### src/rtl/osd_cmd_tx.sv
// Fabric-side transmitter for the OSD command port: frames one command byte plus an
// optional data stream onto io_osd / io_strobe / io_din.
`timescale 1ns/1ps
module osd_cmd_tx #(
  parameter int unsigned STROBE_HI = 1,
  parameter int unsigned STROBE_LO = 1,
  parameter int unsigned GAP       = 2
) (
  input  logic        clk_sys,
  input  logic        reset,
  input  logic        cmd_valid,
  output logic        cmd_ready,
  input  logic        cmd_op,
  input  logic [4:0]  cmd_arg,
  input  logic [12:0] cmd_len,
  input  logic [7:0]  wr_data,
  input  logic        wr_valid,
  output logic        wr_ready,
  output logic        io_osd,
  output logic        io_strobe,
  output logic [15:0] io_din,
  output logic        busy,
  output logic        done
);

  localparam logic [2:0] S_IDLE  = 3'd0;
  localparam logic [2:0] S_SETUP = 3'd1;
  localparam logic [2:0] S_CHI   = 3'd2;
  localparam logic [2:0] S_CLO   = 3'd3;
  localparam logic [2:0] S_DWAIT = 3'd4;
  localparam logic [2:0] S_DHI   = 3'd5;
  localparam logic [2:0] S_DLO   = 3'd6;
  localparam logic [2:0] S_GAPW  = 3'd7;

  // Timer reload values: a phase of N cycles counts N-1 down to 0.
  localparam logic [7:0] HI_LOAD  = 8'(STROBE_HI - 1);
  localparam logic [7:0] LO_LOAD  = 8'(STROBE_LO - 1);
  localparam logic [7:0] GAP_LOAD = 8'(GAP - 1);

  logic [2:0]  state_reg;
  logic        op_reg;
  logic [12:0] rem_reg;
  logic [7:0]  timer_reg;
  logic [7:0]  cmd_byte;

  assign cmd_byte  = cmd_op ? {3'b001, cmd_arg} : {7'b0100000, cmd_arg[0]};
  assign cmd_ready = (state_reg == S_IDLE);
  assign wr_ready  = (state_reg == S_DWAIT);
  assign busy      = (state_reg != S_IDLE);

  always_ff @(posedge clk_sys or posedge reset) begin
    if (reset) begin
      state_reg <= S_IDLE;
      op_reg    <= 1'b0;
      rem_reg   <= '0;
      timer_reg <= '0;
      io_osd    <= 1'b0;
      io_strobe <= 1'b0;
      io_din    <= '0;
      done      <= 1'b0;
    end else begin
      done <= 1'b0;
      case (state_reg)
        S_IDLE: begin
          if (cmd_valid) begin
            op_reg    <= cmd_op;
            rem_reg   <= cmd_op ? cmd_len : 13'd0;
            io_osd    <= 1'b1;
            io_strobe <= 1'b0;
            io_din    <= {8'h00, cmd_byte};
            state_reg <= S_SETUP;
          end
        end
        S_SETUP: begin
          io_strobe <= 1'b1;
          timer_reg <= HI_LOAD;
          state_reg <= S_CHI;
        end
        S_CHI, S_DHI: begin
          if (timer_reg == 8'd0) begin
            io_strobe <= 1'b0;
            timer_reg <= LO_LOAD;
            state_reg <= (state_reg == S_CHI) ? S_CLO : S_DLO;
          end else begin
            timer_reg <= timer_reg - 8'd1;
          end
        end
        S_CLO, S_DLO: begin
          if (timer_reg != 8'd0) begin
            timer_reg <= timer_reg - 8'd1;
          end else if (rem_reg != 13'd0 && (op_reg || state_reg == S_DLO)) begin
            state_reg <= S_DWAIT;
          end else begin
            // Falling io_osd is what commits the command at the receiver.
            io_osd    <= 1'b0;
            io_din    <= '0;
            timer_reg <= GAP_LOAD;
            state_reg <= S_GAPW;
          end
        end
        S_DWAIT: begin
          if (wr_valid) begin
            io_din    <= {8'h00, wr_data};
            io_strobe <= 1'b1;
            rem_reg   <= rem_reg - 13'd1;
            timer_reg <= HI_LOAD;
            state_reg <= S_DHI;
          end
        end
        S_GAPW: begin
          if (timer_reg == 8'd0) begin
            done      <= 1'b1;
            state_reg <= S_IDLE;
          end else begin
            timer_reg <= timer_reg - 8'd1;
          end
        end
        default: state_reg <= S_IDLE;
      endcase
    end
  end

endmodule

### config.mk
export PLATFORM = sky130hd
export DESIGN_NAME = osd_cmd_tx
export DESIGN_NICKNAME = d
export VERILOG_FILES = /design/src/rtl/osd_cmd_tx.sv
export SDC_FILE = /design/constraint.sdc
export NUM_CORES = 1
export LEC_CHECK = 0
export ABC_CLOCK_PERIOD_IN_PS = 7700
export CELL_PAD_IN_SITES_DETAIL_PLACEMENT = 1
export CELL_PAD_IN_SITES_GLOBAL_PLACEMENT = 2
export CORE_MARGIN = 3
export CORE_UTILIZATION = 32
export DETAILED_ROUTE_END_ITERATION = 8
export HOLD_SLACK_MARGIN = 0.05
export PLACE_DENSITY_LB_ADDON = 0.1
export SYNTH_ARGS = -nofsm -noshare
export SYNTH_HDL_FRONTEND = slang
export SYNTH_SLANG_ARGS = --single-unit
### constraint.sdc
create_clock -name clk_sys -period 7.7 [get_ports clk_sys]
set_clock_uncertainty 0.1 [all_clocks]
set_input_delay 1.155 -clock clk_sys [delete_from_list [all_inputs] [get_ports clk_sys]]
set_output_delay 1.155 -clock clk_sys [all_outputs]
set_load 0.02 [all_outputs]
==> run summary <==
layout cells sized above 1 -> 10.6%
worst hold path class -> flip-flop to flip-flop
antenna cell count -> 0
Hold Path Depth -> 1
Async SR Flop Fraction -> 100%
grt total ovfl -> 0
Comb power frac -> 50.0%
fillers -> 840
Final Setup Violations -> 0
Initial Util -> 33.5%
Yosys top cell by area -> dfrtp_1
worst-case clock buffer depth -> 2
fin. max-slew vios -> 0
crit path max fanout -> 23
Worst setup SP type -> flip-flop
Final Power -> 0.00112 W
post-synthesis register bit count -> 36
fin nets -> 325
I/O Buffers -> 44
Die Wd -> 91.0 um
first-pass GRT wire length -> 10.8 mm
Worst-path clk slew -> 0.08 ns
Fin Setup TNS -> 0 ns
r2r worst-path depth -> 5
RSZ-0062 raised after global routing -> false
Tmin final -> 4.37 ns
sequential share of power -> 33.3%
crit path DAT -> 3.11 ns
antenna violations before repair -> 0
Setup WS pre-CTS -> 3.67 ns
Rel. slew slack -> 36.3%
FMAX -> 229 MHz
Worst EP required -> 6.44 ns
cell area after layout -> 2900 sq um
largest net degree at the start of global routing -> 37
final setup margin -> 3.33 ns
Post-DP Area -> 2770 sq um
max incr delay on CP -> 0.73 ns
DRT iter0 DRCs -> 53
IO Count -> 53
Avg Cell Area, Syn -> 9.03 sq um
CTS root buf -> clkbuf_8
peak supply drop -> 0.157 mV
slowest stage cell, crit path -> clkdlybuf4s50_1
H-tree Lvls -> 2
clock power share -> 16.7%
Psw -> 0.000481 W
crit path kind -> flip-flop to output pin
max_cap viols -> 0
Pint -> 0.000642 W
GRT Util Overall -> 15.9%
Largest register FFs -> 13
Die H -> 91.0 um
post-CTS setup buffers -> 0
register area share after synthesis -> 39.0%
drt first pass iters -> 4
# DRC -> 0
Mapped Cells -> 256
P&R area growth vs syn -> 25.4%
vias in the first global route -> 2114
Resize count post-CTS -> 0
switch share -> 42.8%
Clock Sinks -> 36
leakage -> 1.20 nW
commonest cells in the netlist -> dfrtp_1, o21ai_0, nor2_1, a21oi_1
post-cts hold buffer count -> 0
Post-synth EDFFs -> 0
CP Capture Type -> output pin
Final Wtd Congestion -> 0.764
Synth area leaders -> dfrtp_1, o21ai_0, mux2_2
cell with the most instances after synthesis -> dfrtp_1
via density per instance -> 5.36
DIE AREA -> 8280 sq um
antenna viol nets, final -> 0
worst slew pin tran -> 0.949 ns
post-DP HPWL -> 4.61 mm
CTS tree -> done
Final Cycle Share -> 56.7%
core area -> 6910 sq um
library cells used by synthesis -> 56
Top FF cell, synth -> dfrtp_1
final count of hold timing violations -> 0
routed wire length -> 6.54 mm
pwr/cell area -> 387 nW/um^2
Via Count -> 2081
yosys warns -> 0
outcome -> complete, no violations
row cnt -> 30
share of the synthesized area in the top cell type -> 39.0%
Num CTS Buffers -> 5
worst path cell trace -> nor2b_1 > nand2_1 > inv_1 > clkdlybuf4s50_1
drt wl/cell -> 16.9 um
clock latency on the worst-skew pair -> 0.29 ns
post-synth design cell area -> 2310 sq um
==> kinds of logic after synthesis <==
group                    Yosys count  synth area share [%]
AO/OA/AOI/OAI                     90                  27.9
XOR/XNOR                           2                 0.758
adder cells (fa/ha/maj)            5                  2.49
buffers and inverters             40                  8.55
flip-flops                        36                  39.0
multiplexers                      11                  5.20
other                              1                 0.162
AND/OR/NAND/NOR                   71                  16.0
==> routing by layer <==
layer | up-vias | GRT usage [%] | part of all wire (%) | wire length, um
met5 | - | 0 | 0 | 0
met4 | 0 | 3.39 | 0.73 | 48
met3 | 4 | 2.90 | 4.6 | 303
met2 | 55 | 23.7 | 43 | 2800
met1 | 1023 | 24.0 | 52 | 3390
li1 | 999 | - | - | -
==> power by group through the flow <==
stage                     registers, W  logic [W]  clock network, W
after floorplan               0.000361   0.000407                 0
after global placement        0.000374   0.000554                 0
after detailed placement      0.000377   0.000562                 0
after CTS                     0.000374   0.000566          0.000194
after global routing          0.000393   0.000621          0.000203
final                         0.000373   0.000562          0.000187
==> layout by cell type, fill, tap and decap left out, types with 4 or more instances in the layout <==
cell	count
clkbuf_8	7
a21oi_1	15
nor4_1	6
nor2b_1	4
mux2_2	8
a22o_1	9
nor2_1	16
nand2_1	14
nor3_1	10
o21ai_0	25
clkdlybuf4s50_1	44
nand3_1	6
a31oi_1	6
inv_1	14
o31ai_1	5
dfrtp_1	36
conb_1	8
==> cell type report <==
class	instances	area, sq um	share of cell area (%)
sequential	36	901	31.1
timing repair buffer	46	455	15.7
clock inverter	1	30.0	1.04
inverter	15	56.3	1.94
clock buffer	7	96.3	3.32
tap	96	120	4.14
multi-input combinational	187	1240	42.8
==> worst max-delay path, delay by kind of cell (launching register included) <==
family	cells	cell delay [ns]
and+or+nand+nor	2	0.73
buffers and inverters	2	1.43
DFF	1	0.65
==> per-stage QoR <==
step | hold WS [ns] | utilization (%) | cells
finish | 0.408 | 42.0 | 388
global route | 0.420 | 42.0 | 388
CTS | 0.415 | 42.0 | 388
detailed placement | 0.396 | 40.1 | 380
global placement | 0.391 | 40.1 | 380
floorplan | 0.374 | - | 263
==> worst paths after layout <==
| kind | endpoint | slack [ns] | start |
|---|---|---|---|
| setup / recovery | wr_ready | 3.33 | state_reg[0] |
| hold / removal | io_din[2] | 0.41 | io_din[2] |
| setup reg to reg | io_din[4] | 4.73 | state_reg[1] |
| hold reg to reg | io_din[2] | 0.41 | io_din[2] |
| max in group asynchronous | io_osd | 5.97 | reset |
| min in group asynchronous | rem_reg[5] | 1.19 | reset |
No activity file was read; power rests on OpenSTA's default activity.
